==> src/rtl/datapath_seq_n.sv <==
// ---------------------------------------------------------------------------
// datapath_seq_n
//
// Purpose:
//   N-bit accumulator-style CPU datapath with a built-in micro-sequencer.
//   It holds a NUM_REGS-entry register file, an A/G ALU pair and a STORE/LED
//   register. The instruction set is:
//     LOAD  Rx <= data
//     MOV   Rx <= Ry
//     ADD   Rx <= Rx + Ry
//     SUB   Rx <= Rx - Ry
//     STORE LEDs <= Rx
//     AND   Rx <= Rx & Ry
//     OR    Rx <= Rx | Ry
//     XOR   Rx <= Rx ^ Ry
//   The block takes one instruction at a time over a valid/ready handshake.
//   It pulses done for one cycle after the instruction's final write.
//
// Configuration:
//   DATAPATH_SEQ_FLAGS_EN  when defined, zero/carry flags are updated at T3
//                          of ALU ops. When undefined, both flags are tied
//                          to 0.
//
// Parameters:
//   WIDTH     datapath/bus/register width (2..32)
//   NUM_REGS  number of general registers, power of 2 (2..16)
//
// Ports:
//   clk          rising-edge clock
//   reset        asynchronous active-high reset
//   instr_valid  instr/data_in valid (held until accepted)
//   instr_ready  high only in IDLE
//   instr        {op[2:0], rx[RSEL-1:0], ry[RSEL-1:0]}
//   data_in      immediate operand for LOAD
//   done         one-cycle pulse after the final write of an instruction
//   bus_wires    internal bus value, 0 in IDLE
//   LEDs         STORE register
//   flag_z       zero flag
//   flag_c       carry/borrow flag
// ---------------------------------------------------------------------------
module datapath_seq_n #(
    parameter  int WIDTH    = 4,
    parameter  int NUM_REGS = 4,
    localparam int RSEL     = $clog2(NUM_REGS)
) (
    input  logic                  clk,
    input  logic                  reset,
    input  logic                  instr_valid,
    output logic                  instr_ready,
    input  logic [3+2*RSEL-1:0]   instr,
    input  logic [WIDTH-1:0]      data_in,
    output logic                  done,
    output logic [WIDTH-1:0]      bus_wires,
    output logic [WIDTH-1:0]      LEDs,
    output logic                  flag_z,
    output logic                  flag_c
);

    localparam logic [2:0] OP_LOAD  = 3'b000;
    localparam logic [2:0] OP_MOV   = 3'b001;
    localparam logic [2:0] OP_ADD   = 3'b010;
    localparam logic [2:0] OP_SUB   = 3'b011;
    localparam logic [2:0] OP_STORE = 3'b100;
    localparam logic [2:0] OP_AND   = 3'b101;
    localparam logic [2:0] OP_OR    = 3'b110;
    localparam logic [2:0] OP_XOR   = 3'b111;

    typedef enum logic [1:0] {
        S_IDLE = 2'd0,
        S_T1   = 2'd1,
        S_T2   = 2'd2,
        S_T3   = 2'd3
    } state_t;

    state_t            r_state;
    state_t            w_next_state;

    logic [2:0]        r_op;
    logic [RSEL-1:0]   r_rx;
    logic [RSEL-1:0]   r_ry;
    logic [WIDTH-1:0]  r_data;

    logic [WIDTH-1:0]  r_regs [NUM_REGS];
    logic [WIDTH-1:0]  r_a;
    logic [WIDTH-1:0]  r_g;
    logic [WIDTH-1:0]  r_leds;
    logic              r_done;

    logic              w_accept;
    logic              w_is_alu;
    logic [WIDTH-1:0]  w_bus;

    // ALU result, modulo 2^WIDTH
    function automatic logic [WIDTH-1:0] alu_result(input logic [2:0]       op,
                                                    input logic [WIDTH-1:0] a,
                                                    input logic [WIDTH-1:0] b);
        logic [WIDTH-1:0] res;
        case (op)
            OP_ADD:  res = a + b;
            OP_SUB:  res = a - b;
            OP_AND:  res = a & b;
            OP_OR:   res = a | b;
            OP_XOR:  res = a ^ b;
            default: res = b;
        endcase
        return res;
    endfunction

`ifdef DATAPATH_SEQ_FLAGS_EN
    // Carry-out for ADD, borrow for SUB, 0 for the bitwise ops
    function automatic logic alu_carry(input logic [2:0]       op,
                                       input logic [WIDTH-1:0] a,
                                       input logic [WIDTH-1:0] b);
        logic [WIDTH:0] sum;
        logic           c;
        sum = {1'b0, a} + {1'b0, b};
        case (op)
            OP_ADD:  c = sum[WIDTH];
            OP_SUB:  c = (a < b);
            default: c = 1'b0;
        endcase
        return c;
    endfunction
`endif

    assign w_accept = instr_valid && (r_state == S_IDLE);
    assign w_is_alu = (r_op != OP_LOAD) && (r_op != OP_MOV) && (r_op != OP_STORE);

    // Sequencer: state register
    always_ff @(posedge clk or posedge reset) begin
        if (reset) begin
            r_state <= S_IDLE;
        end else begin
            r_state <= w_next_state;
        end
    end

    // Sequencer: next-state logic
    always_comb begin
        w_next_state = r_state;
        case (r_state)
            S_IDLE:  if (instr_valid) w_next_state = S_T1;
            S_T1:    w_next_state = w_is_alu ? S_T2 : S_IDLE;
            S_T2:    w_next_state = S_T3;
            S_T3:    w_next_state = S_IDLE;
            default: w_next_state = S_IDLE;
        endcase
    end

    // Sequencer: outputs (ready and bus mux)
    always_comb begin
        instr_ready = (r_state == S_IDLE);
        w_bus       = '0;
        case (r_state)
            S_T1: begin
                case (r_op)
                    OP_LOAD: w_bus = r_data;
                    OP_MOV:  w_bus = r_regs[r_ry];
                    default: w_bus = r_regs[r_rx];   // STORE and ALU first operand
                endcase
            end
            S_T2:    w_bus = r_regs[r_ry];
            S_T3:    w_bus = r_g;
            default: w_bus = '0;
        endcase
    end

    // Instruction latch: captured only on the accept edge
    always_ff @(posedge clk or posedge reset) begin
        if (reset) begin
            r_op   <= OP_LOAD;
            r_rx   <= '0;
            r_ry   <= '0;
            r_data <= '0;
        end else if (w_accept) begin
            r_op   <= instr[2*RSEL+2:2*RSEL];
            r_rx   <= instr[2*RSEL-1:RSEL];
            r_ry   <= instr[RSEL-1:0];
            r_data <= data_in;
        end
    end

    // Register file, A/G and LED register
    always_ff @(posedge clk or posedge reset) begin
        if (reset) begin
            for (int i = 0; i < NUM_REGS; i++) begin
                r_regs[i] <= '0;
            end
            r_a    <= '0;
            r_g    <= '0;
            r_leds <= '0;
        end else begin
            case (r_state)
                S_T1: begin
                    if (r_op == OP_STORE) begin
                        r_leds <= w_bus;
                    end else if (w_is_alu) begin
                        r_a <= w_bus;
                    end else begin
                        r_regs[r_rx] <= w_bus;
                    end
                end
                S_T2:    r_g <= alu_result(r_op, r_a, w_bus);
                S_T3:    r_regs[r_rx] <= w_bus;
                default: ;
            endcase
        end
    end

    // done rises the cycle after the final write; the FSM is already back in IDLE
    always_ff @(posedge clk or posedge reset) begin
        if (reset) begin
            r_done <= 1'b0;
        end else begin
            r_done <= ((r_state == S_T1) && !w_is_alu) || (r_state == S_T3);
        end
    end

`ifdef DATAPATH_SEQ_FLAGS_EN
    logic r_gc;
    logic r_flag_z;
    logic r_flag_c;

    // Carry is captured alongside G at T2 and published with the result at T3
    always_ff @(posedge clk or posedge reset) begin
        if (reset) begin
            r_gc     <= 1'b0;
            r_flag_z <= 1'b0;
            r_flag_c <= 1'b0;
        end else begin
            if (r_state == S_T2) begin
                r_gc <= alu_carry(r_op, r_a, w_bus);
            end
            if (r_state == S_T3) begin
                r_flag_z <= (r_g == '0);
                r_flag_c <= r_gc;
            end
        end
    end

    assign flag_z = r_flag_z;
    assign flag_c = r_flag_c;
`else
    assign flag_z = 1'b0;
    assign flag_c = 1'b0;
`endif

    assign bus_wires = w_bus;
    assign LEDs      = r_leds;
    assign done      = r_done;

endmodule

==> config.mk <==
export PLATFORM = sky130hd
export DESIGN_NAME = datapath_seq_n
export DESIGN_NICKNAME = d
export VERILOG_FILES = /design/src/rtl/datapath_seq_n.sv
export SDC_FILE = /design/constraint.sdc
export NUM_CORES = 1
export LEC_CHECK = 0
export ABC_AREA = 1
export BUFFER_PORTS_ARGS = -buffer_cell sky130_fd_sc_hd__buf_2
export CAP_MARGIN = 5
export CORE_AREA = 2 2 73 75
export CTS_BUF_LIST = sky130_fd_sc_hd__clkbuf_16
export CTS_CLUSTER_DIAMETER = 60
export CTS_CLUSTER_SIZE = 24
export DETAILED_ROUTE_END_ITERATION = 6
export DIE_AREA = 0 0 75 77
export GPL_TIMING_DRIVEN = 0
export MAX_ROUTING_LAYER = met4
export PLACE_DENSITY = 0.73
export SLEW_MARGIN = 10
export SYNTH_ARGS = -nofsm -noshare
export SYNTH_HDL_FRONTEND = slang
export SYNTH_SLANG_ARGS = --single-unit
==> constraint.sdc <==
create_clock -name clk -period 4.92 [get_ports clk]
set_clock_uncertainty 0.2 [all_clocks]
set_input_delay 0.492 -clock clk [delete_from_list [all_inputs] [get_ports clk]]
set_output_delay 0.492 -clock clk [all_outputs]
set_load 0.05 [all_outputs]
==> out/metrics.cfg <==
[outcome]
status = complete, but fails checks
violations = hold timing

[worst_setup_path]
path_buf_inv = 5
timing.rr.start = r_ry[0]
crit_path_max_incr_delay_ns = 0.33
arrival_ns = 3.58
crit_type = flop to flop
ff2ff_setup_slack_ns = 1.32
cp.required_ns = 4.90
crit_family = simple AND/OR/NAND/NOR gates
timing.rr.end = r_g[3]
cp-start-kind = flop
cp-end-kind = flop
crit_path_top_delay_cell = dfrtp_1
cpMostUsedCell = nand2_1
crit_fanout = 11
r2r_cells = 25

[timing]
hold_ws_ns = -0.00436
post-route-min-period_ns = 3.60
finalCritPeriodShare_pct = 73.2
slew_violations = 0
worst_slack_ns = 1.32
setup_viol = 0
hold_viol = 7
rsz0062_at_grt = no
setup_tns_ns = 0
fmax_ghz = 0.278

[floorplanning]
start_util_pct = 52.8
core_area_um2 = 4980
ios = 26
rows = 26
die_area_um2 = 5780
die-height_um = 77
chipWidth_um = 75

[cts]
holdBufCountCts = 0
ctsResizeCount = 0
root_buffer = clkbuf_16
cts_tree = built
clkLatencyLatePin_ns = 0.29
cts.htree.levels = 2
postCtsSetupBuffers = 0
clk_pin_slew_worst_paths_ns = 0.06
cts_buffers = 5
cts.path.max_buffers = 2
cts_sinks = 42

[logic_synthesis]
synth.avg_cell_area_um2 = 7.69
syn_inst = 342
synth_cell_types = 37
synth_top_family_by_area = simple AND/OR/NAND/NOR gates
ys_dominant_reg_cell = dfrtp_1
synth_xor_area_share_pct = 0.666
seq_area_frac_synth_pct = 40.0
synth-async-reset-ratio_pct = 100
synth-edff-count = 0
syn-cell-area_um2 = 2630
synthSimpleGateAreaFrac_pct = 29.7
synth_mux_area_share_pct = 1.71
synth_warnings = 0
synth_compound_area_share_pct = 11.9
synth-seq-cells = 42
synth_fa_ha_area_share_pct = 6.95

[placement]
gp_congestion = 0.876
place_ws_ns = 1.33
io_buffers = 23
dpl.cell_count = 437
hpwlAfterDp_mm = 4.54

[grt]
antenna_found_initial = 0
grt_first_pass_wirelength_mm = 10.2
globalRoute.totalOverflow = 0
grt_max_degree = 25
grt_pass1_vias = 2234
gr-usage-all-layers_pct = 23.5

[detailed_routing]
drc = 0
drt_iter0_drc = 141
dr.pass1.iters = 5
routed_wl_mm = 5.98
antenna_left = 0
via_per_inst = 5.10
vias = 2271
wl_per_cell_um = 13.4

[final_layout]
fin_nets = 402
drive_gt1_share_pct = 20.0
antennaDiodeCount = 0
instances_no_fill = 445
area_delta_synth_final_pct = 14.0

[worst_hold_path]
hp-class = primary input to async pin

[flow_run]
cap_violations = 0

[how the worst max path moves through the flow]
stage / startpoint / to / slack [ns] / cells past startpoint
floorplan: flop / r_g[3] / 1.36 / 20
global placement: r_ry[1] / r_g[3] / 1.43 / 23
detailed placement: r_ry[0] / r_g[3] / 1.33 / 25
CTS: r_ry[0] / r_g[3] / 1.30 / 25
global route: r_ry[0] / r_g[3] / 0.92 / 25
finish: r_ry[0] / r_g[3] / 1.32 / 25
[stage by stage]
step / area, um^2 / hold slack [ns] / util [%]
after floorplan: 2630 / 0.249 / -
after global placement: 2840 / 0.265 / 57.0
after detailed placement: 2860 / 0.273 / 57.4
after CTS: 3000 / 0.0121 / 60.2
after global routing: 3000 / 0.0466 / 60.2
final: 3000 / -0.00436 / 60.2
[placed cells by master (no fill, tap or decap), types with 3 or more instances in the layout]
cell type,synthesis,layout
a21oi_1,10,10
a21oi_2,3,3
buf_2,2,25
buf_4,3,3
clkbuf_16,0,5
dfrtp_1,42,42
ha_1,13,13
inv_1,40,39
inv_2,8,9
mux2_2,4,4
nand2_1,106,106
nand2_2,5,5
nand2_4,5,5
nand3_1,15,15
nor2_1,24,24
o21ai_0,25,25
o21ai_1,8,8
[cell type report]
type                    count  area, um^2
well taps                  70        87.6
clock inverters             3        16.3
inverters                  49         186
multi-input cells         245        1350
clock buffers               5         125
flip-flops and latches     42        1050
repair buffers             24         135
plain buffers               7        47.5
fillers                   456        1980
[metal layers]
| metal | vias to the layer above | track usage (%) | wire length [um] |
|---|---|---|---|
| li1 | 1147 | - | - |
| met1 | 1064 | 29.6 | 2690 |
| met2 | 49 | 38.9 | 2980 |
| met3 | 11 | 3.55 | 220 |
| met4 | 0 | 6.43 | 93 |
| met5 | - | - | 0 |
[sequential cells by signal, summed over array words and instances (netlist names), 2 cells and up, named ones only]
signal,count
r_g,4
r_data,4
r_rx,2
r_op,3
r_ry,2
r_regs,16
r_a,4
LEDs,4
[synthesized netlist by cell type, types with 3 or more instances]
cell,instances,area [um^2]
a21oi_1,10,50.1
a21oi_2,3,26.3
buf_4,3,22.5
dfrtp_1,42,1050
ha_1,13,163
inv_1,40,150
inv_2,8,30.0
mux2_2,4,45.0
nand2_1,106,398
nand2_2,5,31.3
nand2_4,5,56.3
nand3_1,15,75.1
nor2_1,24,90.1
o21ai_0,25,125
o21ai_1,8,40.0
[cell families (layout without fill, tap and decap cells)]
logic type,Yosys count,in the layout
xor+xnor,2,2
flops,42,42
other cells,1,2
compound gates,54,54
buf+inv,56,88
simple gates,169,169
fa+ha+maj,14,14
mux,4,4
Power is left out: the tool's default activity adds up to more than one toggle a clock period on the data nets, which glitch-free logic cannot reach.
